$ cat config.mk
export PLATFORM = sky130hd
export DESIGN_NAME = client_queue_flat
export DESIGN_NICKNAME = d
export VERILOG_FILES = /design/src/rtl/client_queue_if.sv /design/src/rtl/client_queue.sv /design/src/flat_wrapper.sv
export SDC_FILE = /design/constraint.sdc
export NUM_CORES = 1
export LEC_CHECK = 0
export CAP_MARGIN = 20
export CORE_MARGIN = 1
export CORE_UTILIZATION = 40
export DETAILED_ROUTE_END_ITERATION = 10
export HOLD_SLACK_MARGIN = 0.1
export PLACE_DENSITY = 0.73
export SLEW_MARGIN = 20
export SYNTH_ARGS = -nofsm -noshare
export SYNTH_HDL_FRONTEND = slang
export SYNTH_SLANG_ARGS = --single-unit
$ cat constraint.sdc
create_clock -name clk -period 2.8 [get_ports clk]
set_input_delay 0.56 -clock clk [delete_from_list [all_inputs] [get_ports clk]]
set_output_delay 0.56 -clock clk [all_outputs]
set_load 0.03 [all_outputs]
$ cat src/rtl/client_queue_if.sv
// client_queue_if
//   Bundles the sensor inputs, service time and queue status outputs of the
//   client-queue supervisor.
//   Signals:
//     Signal_end   rear (entry) sensor, active-low, idle high
//     Signal_front front (exit) sensor, active-low, idle high
//     Tcount       service time per client, N bits
//     Pcount       clients currently in queue, N bits
//     Wtime        estimated waiting time, 2N+1 bits
//     empty_flag   Pcount == 0
//     Full_flag    Pcount == 2^N-1
//   Modports: master drives sensors/Tcount, slave is the supervisor.
interface client_queue_if #(
    parameter int unsigned N = 3
) ();
    logic             Signal_end;
    logic             Signal_front;
    logic [N-1:0]     Tcount;
    logic [N-1:0]     Pcount;
    logic [2*N:0]     Wtime;
    logic             empty_flag;
    logic             Full_flag;

    modport master (
        output Signal_end,
        output Signal_front,
        output Tcount,
        input  Pcount,
        input  Wtime,
        input  empty_flag,
        input  Full_flag
    );

    modport slave (
        input  Signal_end,
        input  Signal_front,
        input  Tcount,
        output Pcount,
        output Wtime,
        output empty_flag,
        output Full_flag
    );
endinterface

$ cat src/rtl/client_queue.sv
// client_queue
//   Supervisor for a single service line: counts clients between a rear entry
//   sensor and a front exit sensor, saturating at 2^N-1, and reports
//   full/empty flags plus an estimated waiting time Pcount * Tcount.
//   Ports:
//     clk      system clock, all state on the rising edge
//     reset_n  synchronous reset, asserted HIGH (name kept from the codebase)
//     bus      client_queue_if slave: sensors and Tcount in, status out
module client_queue #(
    parameter int unsigned N = 3
) (
    input  logic          clk,
    input  logic          reset_n,
    client_queue_if.slave bus
);
    localparam int unsigned WW  = 2 * N + 1;
    localparam logic [N-1:0] Max = '1;
    localparam logic [N-1:0] One = N'(1);

    // Previous-cycle sensor levels; reset high so a sensor that is already
    // low out of reset still produces one event.
    logic end_q;
    logic front_q;

    logic [N-1:0] count_q;
    logic [N-1:0] count_d;

    logic arrival;
    logic departure;
    logic empty;
    logic full;

    // Falling-edge detectors: a held-low sensor yields a single event.
    assign arrival   = end_q & ~bus.Signal_end;
    assign departure = front_q & ~bus.Signal_front;

    assign empty = (count_q == '0);
    assign full  = (count_q == Max);

    always_comb begin
        count_d = count_q;
        unique case ({arrival, departure})
            2'b10: if (!full)  count_d = count_q + One;
            2'b01: if (!empty) count_d = count_q - One;
            // Simultaneous events cancel, except on an empty queue where the
            // departure has nobody to remove.
            2'b11: if (empty)  count_d = One;
            default: count_d = count_q;
        endcase
    end

    always_ff @(posedge clk) begin
        if (reset_n) begin
            end_q   <= 1'b1;
            front_q <= 1'b1;
            count_q <= '0;
        end else begin
            end_q   <= bus.Signal_end;
            front_q <= bus.Signal_front;
            count_q <= count_d;
        end
    end

    assign bus.Pcount     = count_q;
    assign bus.empty_flag = empty;
    assign bus.Full_flag  = full;
    // Live Tcount so a service-time change shows up in the same cycle.
    assign bus.Wtime      = WW'(count_q) * WW'(bus.Tcount);
endmodule

$ cat src/flat_wrapper.sv
// flat-port wrapper written by rule: the top's interface ports become plain ports
module client_queue_flat 
#(
    parameter int unsigned N = 3
)
  (clk, reset_n, bus_Signal_end, bus_Signal_front, bus_Tcount, bus_Pcount, bus_Wtime, bus_empty_flag, bus_Full_flag);
  client_queue_if #(.N(N)) bus_i ();
  input  logic clk;
  input  logic reset_n;
  input wire logic [$bits(bus_i.Signal_end)-1:0] bus_Signal_end;
  input wire logic [$bits(bus_i.Signal_front)-1:0] bus_Signal_front;
  input wire logic [$bits(bus_i.Tcount)-1:0] bus_Tcount;
  output wire logic [$bits(bus_i.Pcount)-1:0] bus_Pcount;
  output wire logic [$bits(bus_i.Wtime)-1:0] bus_Wtime;
  output wire logic [$bits(bus_i.empty_flag)-1:0] bus_empty_flag;
  output wire logic [$bits(bus_i.Full_flag)-1:0] bus_Full_flag;
  assign bus_i.Signal_end = bus_Signal_end;
  assign bus_i.Signal_front = bus_Signal_front;
  assign bus_i.Tcount = bus_Tcount;
  assign bus_Pcount = bus_i.Pcount;
  assign bus_Wtime = bus_i.Wtime;
  assign bus_empty_flag = bus_i.empty_flag;
  assign bus_Full_flag = bus_i.Full_flag;
  client_queue #(.N(N)) u_core (.clk(clk), .reset_n(reset_n), .bus(bus_i));
endmodule
==> results.txt, run 1 <==
critical path data arrival time - 2.15 ns
standard cell with the maximum stage delay on the critical path - fa_2
first-iteration detailed-routing DRC count - 4
pin count of the biggest net entering global routing - 8
port bufs - 17
Critical Path Most Common Cell - inv_2
IR Drop Worst-Case VDD - 274 uV
CP Capture Type - primary output
Avg WL per Cell - 10.7 um
Mean Syn Cell Area - 8.89 um^2
CTS Hold Buffers Added - 0
number of nets at the end of the flow - 102
sinks on the clock net - 5
setup repair after global routing missed its margin - false
count of H-tree levels built during CTS - 1
Synth cell types - 27
# IOs - 19
final estimated routing congestion in global placement - 0.798
floorplan die height - 38.2 um
main area contributors after synthesis - dfxtp_1 19%, ha_1 12%, fa_1 11%
startpoint types - primary input
leak pwr - 0.379 nW
FP Rows - 12
routed via count - 488
delay contributed by the slowest stage of the critical path - 0.53 ns
final critical-path share of the clock period - 0.966
Antenna Violating Nets Remaining - 0
vias in the first global route - 476
global-route wire length before repair - 1.79 mm
Yosys Warn Count - 0
Post-Synthesis Net Count - 74
placed cell areas - 757 um^2
combined global-route utilization of all metal layers - 0.174
required time at the worst-slack endpoint - 2.24 ns
Post-synth top flop - dfxtp_1
sum of negative setup slack - 0 ns
Max Root-Sink Buffers - 2
Worst Path Class, Setup - primary input to primary output
Layout Area Growth over Synthesis - 52.0%
drt pass-1 iters - 2
shortest clock period the worst path allows after layout - 2.71 ns
floorplan die area - 1460 um^2
Starting Density - 0.453
clock tree from TritonCTS - done
final global-route overflow total - 0
power after layout - 0.000344 W
Setup-failing EPs final - 0
portion of total power attributed to the clock network - 0.227
antenna violations before repair - 0
largest fanout on the critical path - 3
final slew viol count - 0
Detail Placement HPWL - 881 um
via count normalized by instance count - 4.88
reported max-cap violation count - 0
floorplan die width - 38.2 um
clock skew - 0.000248 ns
switching power total - 0.000131 W
portion of total power attributed to sequential cells - 0.244
number of enable-type register cells in the synthesized netlist - 0
worst path cell trace - buf_2 > nand2_2 > fa_1 > inv_2 > ha_4 > inv_2 > fa_2 > inv_2 > buf_6
internal portion of total power - 0.000213 W
proportion of layout cells with a drive suffix above 1 - 0.360
logic gate share of total power - 0.529
result of the run - finished, final reports clean
commonest cells in the synthesized netlist - 7 x inv_1, 6 x and2_1, 6 x nand2_1
CTS Root Buffer Type - clkbuf_4
depth of the most critical reg-to-reg path - 5
type of the tightest min-delay check - register to register
# diodes - 0
biggest area consumer among synthesized cells - dfxtp_1
clock network latency to the later pin of the worst-skew pair - 0.23 ns
power density over cell area - 431 nW/um^2
cells after synthesis - 59
total standard cell area after synthesis - 524 um^2
proportion of register bits with asynchronous set or reset after synthesis - 0
count of unresolved DRC violations after routing - 0
fraction of synthesized cell area taken by the top area cell type - 0.191
clock-pin slew of the registers on the worst-case setup and hold paths - 0.04 ns
Detailed Route WL - 1.07 mm
number of hold-slack violations in the final timing report - 0
core box area - 1160 um^2
number of synthesized register bits - 5
cell count of the worst hold path - 3
switching part of the total - 0.380
area of all placed cells without fillers - 797 um^2
Max Freq - 370 MHz
total clock buffers created by CTS - 3
sequential share of the synthesized area - 0.191
most common cell in the netlist - inv_1
[metal layers]
layer | up-vias | share of wire | track usage
met1 | 222 | 0.52 | 0.240
li1 | 252 | - | -
met3 | 2 | 0.037 | 0.0407
met4 | 0 | 0.0037 | 0.0804
met2 | 12 | 0.44 | 0.254
met5 | - | 0 | 0
[kinds of logic (layout without fill, tap and decap cells)]
logic type / after synthesis / after routing / synth area share
XOR/XNOR: 1 / 1 / 0.0167
flip-flops: 5 / 5 / 0.191
buffers and inverters: 8 / 35 / 0.0645
adder cells (fa/ha/maj): 8 / 8 / 0.234
multiplexers: 1 / 1 / 0.0191
AO/OA/AOI/OAI: 9 / 9 / 0.131
other: 1 / 1 / 0.00715
AND/OR/NAND/NOR: 26 / 26 / 0.337
[power groups by stage]
stage | registers [W] | clock network [W] | logic, W
after CTS | 0.0000835 | 0.0000814 | 0.000179
final | 0.0000838 | 0.0000781 | 0.000182
after floorplan | 0.0000993 | 0 | 0.0000941
after detailed placement | 0.0000841 | 0 | 0.000175
after global placement | 0.0000839 | 0 | 0.000175
after global routing | 0.0000846 | 0.0000835 | 0.000198
[through the flow]
stage | hold slack, ns | utilization | instances | worst slack, ns
after floorplan | 0.602 | - | 59 | 0.0416
after global placement | 0.663 | 0.655 | 96 | -0.550
after detailed placement | 0.664 | 0.655 | 96 | -0.566
after CTS | 0.675 | 0.680 | 100 | 0.0116
after global routing | 0.724 | 0.689 | 100 | 0.0333
final | 0.668 | 0.689 | 100 | 0.0940
[state kept, by name (all words and copies together) (netlist names)]
signal and flops:
u_core.end_q 1, u_core.front_q 1, u_core.bus.Pcount 3
[area by class of cell]
type | count | area (um^2)
tap | 14 | 17.5
sequential | 5 | 100
clock buffer | 4 | 26.3
fill | 100 | 359
multi-input combinational | 46 | 420
timing repair buffer | 24 | 206
inverter | 7 | 26.3
[critical path, delay by kind of cell]
family	cells	cell delay [ns]
buffers and inverters	5	0.38
adders and majority gates	3	1.14
and+or+nand+nor	1	0.06
[cell usage in the layout, fill, tap and decap left out, drive strengths merged, types with 2 or more instances in the layout]
master and n:
and2 6, dfxtp 5, buf 12, nand2b 2, ha 5, fa 3
inv 7, nor3 5, clkdlybuf4s50 10, nor2b 2, a21o 2, or2 2
clkbuf 5, nand2 6
[timing repair]
item | 4_1_cts | 5_1_grt
hold endpoints to repair | 0 | 0
endpoints found under the setup margin | 3 | 3
resized for setup | 18 | 5
pin swaps | 4 | 1
setup buffers | 0 | 0
[final timing paths]
path	from	to	slack, ns
min	u_core.front_q$_SDFF_PP1_	u_core.bus.Pcount[2]$_SDFFE_PP0P_	0.67
max	bus_Tcount[0]	bus_Wtime[3]	0.09
min reg2reg	u_core.front_q$_SDFF_PP1_	u_core.bus.Pcount[2]$_SDFFE_PP0P_	0.67
max reg2reg	u_core.front_q$_SDFF_PP1_	u_core.bus.Pcount[2]$_SDFFE_PP0P_	1.09
No activity file was read; power rests on OpenSTA's default activity.
==> run 2: changes to the inputs <==
Settings changed: ABC_AREA from default to 1, PLACE_DENSITY 0.73 to 0.72.
==> results.txt, run 2 <==
# IOs - 19 (unchanged)
worst path cell trace - clkdlybuf4s15_2 > nand2_1 > fa_1 > inv_1 > ha_2 > inv_2 > fa_2 > inv_2 > buf_6 (was buf_2 > nand2_2 > fa_1 > inv_2 > ha_4 > inv_2 > fa_2 > inv_2 > buf_6)
proportion of register bits with asynchronous set or reset after synthesis - 0 (unchanged)
Synth cell types - 20 (was 27)
sequential share of the synthesized area - 0.177 (was 0.191)
required time at the worst-slack endpoint - 2.24 ns (about the same)
Largest register FFs - 3 (unchanged)
Layout Area Growth over Synthesis - 46.2% (was 52.0%)
power after layout - 0.000433 W (was 0.000344 W)
FP Rows - 13 (was 12)
CP Capture Type - primary output (unchanged)
Avg WL per Cell - 9.98 um (was 10.7 um)
fraction of synthesized cell area taken by the top area cell type - 0.177 (was 0.191)
Detailed Route WL - 1.29 mm (was 1.07 mm)
global-route wire length before repair - 1.89 mm (was 1.79 mm)
Max Freq - 364 MHz (was 370 MHz)
number of enable-type register cells in the synthesized netlist - 0 (unchanged)
power density over cell area - 524 nW/um^2 (was 431 nW/um^2)
Antenna Violating Nets Remaining - 0 (unchanged)
clock network latency to the later pin of the worst-skew pair - 0.24 ns (was 0.23 ns)
critical path data arrival time - 2.19 ns (was 2.15 ns)
Starting Density - 0.435 (was 0.453)
final global-route overflow total - 0 (unchanged)
Detail Placement HPWL - 1.08 mm (was 881 um)
core box area - 1300 um^2 (was 1160 um^2)
commonest non-fill, non-tap cell in the layout - nand2_1 (was clkdlybuf4s50_1)
commonest cells in the synthesized netlist - 20 x nand2_1, 19 x inv_1, 10 x nor2_1 (was 7 x inv_1, 6 x and2_1, 6 x nand2_1)
sinks on the clock net - 5 (unchanged)
number of synthesized register bits - 5 (unchanged)
Post-Synthesis Net Count - 103 (was 74)
worst reg2reg setup slack - 1.17 ns (was 1.09 ns)
hold slack final - 0.668 ns (about the same)
cell count of the worst hold path - 3 (unchanged)
cells after synthesis - 88 (was 59)
Yosys Warn Count - 0 (unchanged)
leak pwr - 0.491 nW (was 0.379 nW)
Max Root-Sink Buffers - 2 (unchanged)
via count normalized by instance count - 4.39 (was 4.88)
Post-synth top flop - dfxtp_1 (unchanged)
CTS Root Buffer Type - clkbuf_4 (unchanged)
number of hold-slack violations in the final timing report - 0 (unchanged)
Min-Delay Startpoint - u_core.bus.Pcount[1]$_SDFFE_PP0P_ (was u_core.front_q$_SDFF_PP1_)
total standard cell area after synthesis - 566 um^2 (was 524 um^2)
Setup-failing EPs final - 0 (unchanged)
clock tree from TritonCTS - done (unchanged)
Worst R2R End - u_core.bus.Pcount[2]$_SDFFE_PP0P_ (unchanged)
floorplan die width - 39.6 um (was 38.2 um)
depth of the most critical reg-to-reg path - 9 (was 5)
type of the tightest min-delay check - register to register (unchanged)
proportion of layout cells with a drive suffix above 1 - 0.316 (was 0.360)
count of unresolved DRC violations after routing - 0 (unchanged)
# diodes - 0 (unchanged)
most common cell in the netlist - nand2_1 (was inv_1)
main area contributors after synthesis - dfxtp_1 18%, nand2_1 13%, inv_1 13% (was dfxtp_1 19%, ha_1 12%, fa_1 11%)
Layout fillers - 136 (was 100)
total clock buffers created by CTS - 3 (unchanged)
final slew viol count - 0 (unchanged)
clock skew - 0.00213 ns (was 0.000248 ns)
reported max-cap violation count - 0 (unchanged)
number of nets at the end of the flow - 130 (was 102)
first-iteration detailed-routing DRC count - 22 (was 4)
leading cell types in the layout, fill and taps excluded - 18 x nand2_1, 17 x inv_1, 10 x nor2_1, 10 x clkdlybuf4s50_1, 9 x buf_4 (was 10 x clkdlybuf4s50_1, 8 x buf_4, 6 x and2_1)
clock-pin slew of the registers on the worst-case setup and hold paths - 0.04 ns (about the same)
final critical-path share of the clock period - 0.981 (was 0.966)
port bufs - 17 (unchanged)
beginning of the worst register-to-register path - u_core.end_q$_SDFF_PP1_ (was u_core.front_q$_SDFF_PP1_)
floorplan die height - 39.6 um (was 38.2 um)
vias in the first global route - 452 (was 476)
pin count of the biggest net entering global routing - 8 (unchanged)
Worst Hold Endpoint - u_core.bus.Pcount[1]$_SDFFE_PP0P_ (was u_core.bus.Pcount[2]$_SDFFE_PP0P_)
startpoint types - primary input (unchanged)
standard cell with the maximum stage delay on the critical path - fa_2 (unchanged)
Mean Syn Cell Area - 6.43 um^2 (was 8.89 um^2)
floorplan die area - 1570 um^2 (was 1460 um^2)
setup repair after global routing missed its margin - false (unchanged)
antenna violations before repair - 0 (unchanged)
routed via count - 566 (was 488)
Worst Path Class, Setup - primary input to primary output (unchanged)
result of the run - finished, final reports clean (unchanged)
count of H-tree levels built during CTS - 1 (unchanged)
delay contributed by the slowest stage of the critical path - 0.53 ns (about the same)
biggest area consumer among synthesized cells - dfxtp_1 (unchanged)
final estimated routing congestion in global placement - 0.835 (was 0.798)
shortest clock period the worst path allows after layout - 2.75 ns (was 2.71 ns)
largest fanout on the critical path - 2 (was 3)
Critical Path Most Common Cell - inv_2 (unchanged)
drt pass-1 iters - 4 (was 2)
combined global-route utilization of all metal layers - 0.190 (was 0.174)
IR Drop Worst-Case VDD - 313 uV (was 274 uV)
[run 2: cell count changes after synthesis, sizes merged, moves of 2 or more]
cell / delta
a21o: -2
nand2b: -2
nand3: +5
and2: -6
nor2: +13
nor3: -5
or2: -2
inv: +17
nor2b: -2
nand2: +18
[run 2: how the worst max path moves through the flow]
stage	cells past startpoint	start	slack, ns	to
floorplan	8	u_core.bus.Pcount[2]$_SDFFE_PP0P_	0.04	bus_Wtime[4]
global placement	9	bus_Tcount[2]	-0.31	bus_Wtime[4]
detailed placement	9	bus_Tcount[2]	-0.36	bus_Wtime[3]
CTS	9	bus_Tcount[2]	0.003	bus_Wtime[3]
global route	9	bus_Tcount[2]	0.009	bus_Wtime[3]
finish	9	bus_Tcount[2]	0.05	bus_Wtime[3]
[run 2: area by class of cell]
| type | instances | area (um^2) | share of cell area |
|---|---|---|---|
| multi-input cells | 57 | 380 | 0.460 |
| repair buffers | 24 | 211 | 0.256 |
| flip-flops and latches | 5 | 100 | 0.121 |
| inverters | 24 | 90.1 | 0.109 |
| clock buffers | 4 | 26.3 | 0.0318 |
| well taps | 15 | 18.8 | 0.0227 |
[run 2: routing by layer]
metal / wire (um) / vias to the layer above / GRT usage
met1: 564 / 247 / 0.226
met2: 676 / 12 / 0.316
li1: - / 304 / -
met3: 29 / 3 / 0.0341
met4: 17 / 0 / 0.103
met5: 0 / - / 0
[run 2: logic make-up (layout without fill, tap and decap cells)]
kind of cell             Yosys count  after routing  share of synthesized area
AO/OA/AOI/OAI                      4              4                     0.0398
XOR/XNOR                           2              2                     0.0310
adder cells (fa/ha/maj)            8              8                      0.217
buffers and inverters             26             52                      0.181
flip-flops                         5              5                      0.177
other                              1              1                    0.00663
AND/OR/NAND/NOR                   42             42                      0.347
[run 2: critical path: cells and delay by family]
kind,cells,cell delay [ns]
fa+ha+maj,3,1.12
buf+inv,5,0.45
simple gates,1,0.06
[run 2: report_power, final]
| group | switching [W] | total (W) | internal [W] |
|---|---|---|---|
| registers | 0.00000637 | 0.0000870 | 0.0000806 |
| clock network | 0.0000297 | 0.0000835 | 0.0000539 |
| logic | 0.000153 | 0.000263 | 0.000110 |
[run 2: per-stage QoR]
step                      setup WS [ns]  setup TNS, ns  area [um^2]  utilization  instances
final                            0.0541              0          827        0.636        129
after global placement           -0.310         -0.604          792        0.609        125
after floorplan                  0.0414              0          573            -         88
after detailed placement         -0.365         -0.705          792        0.609        125
after global routing            0.00931              0          827        0.636        129
after CTS                       0.00311              0          823        0.633        129
[run 2: what timing repair did]
action,4_1_cts,5_1_grt
endpoints found under the setup margin,2,2
gates resized for setup,18,1
hold buffers,0,0
buffers inserted,0,0
pin swaps,5,1
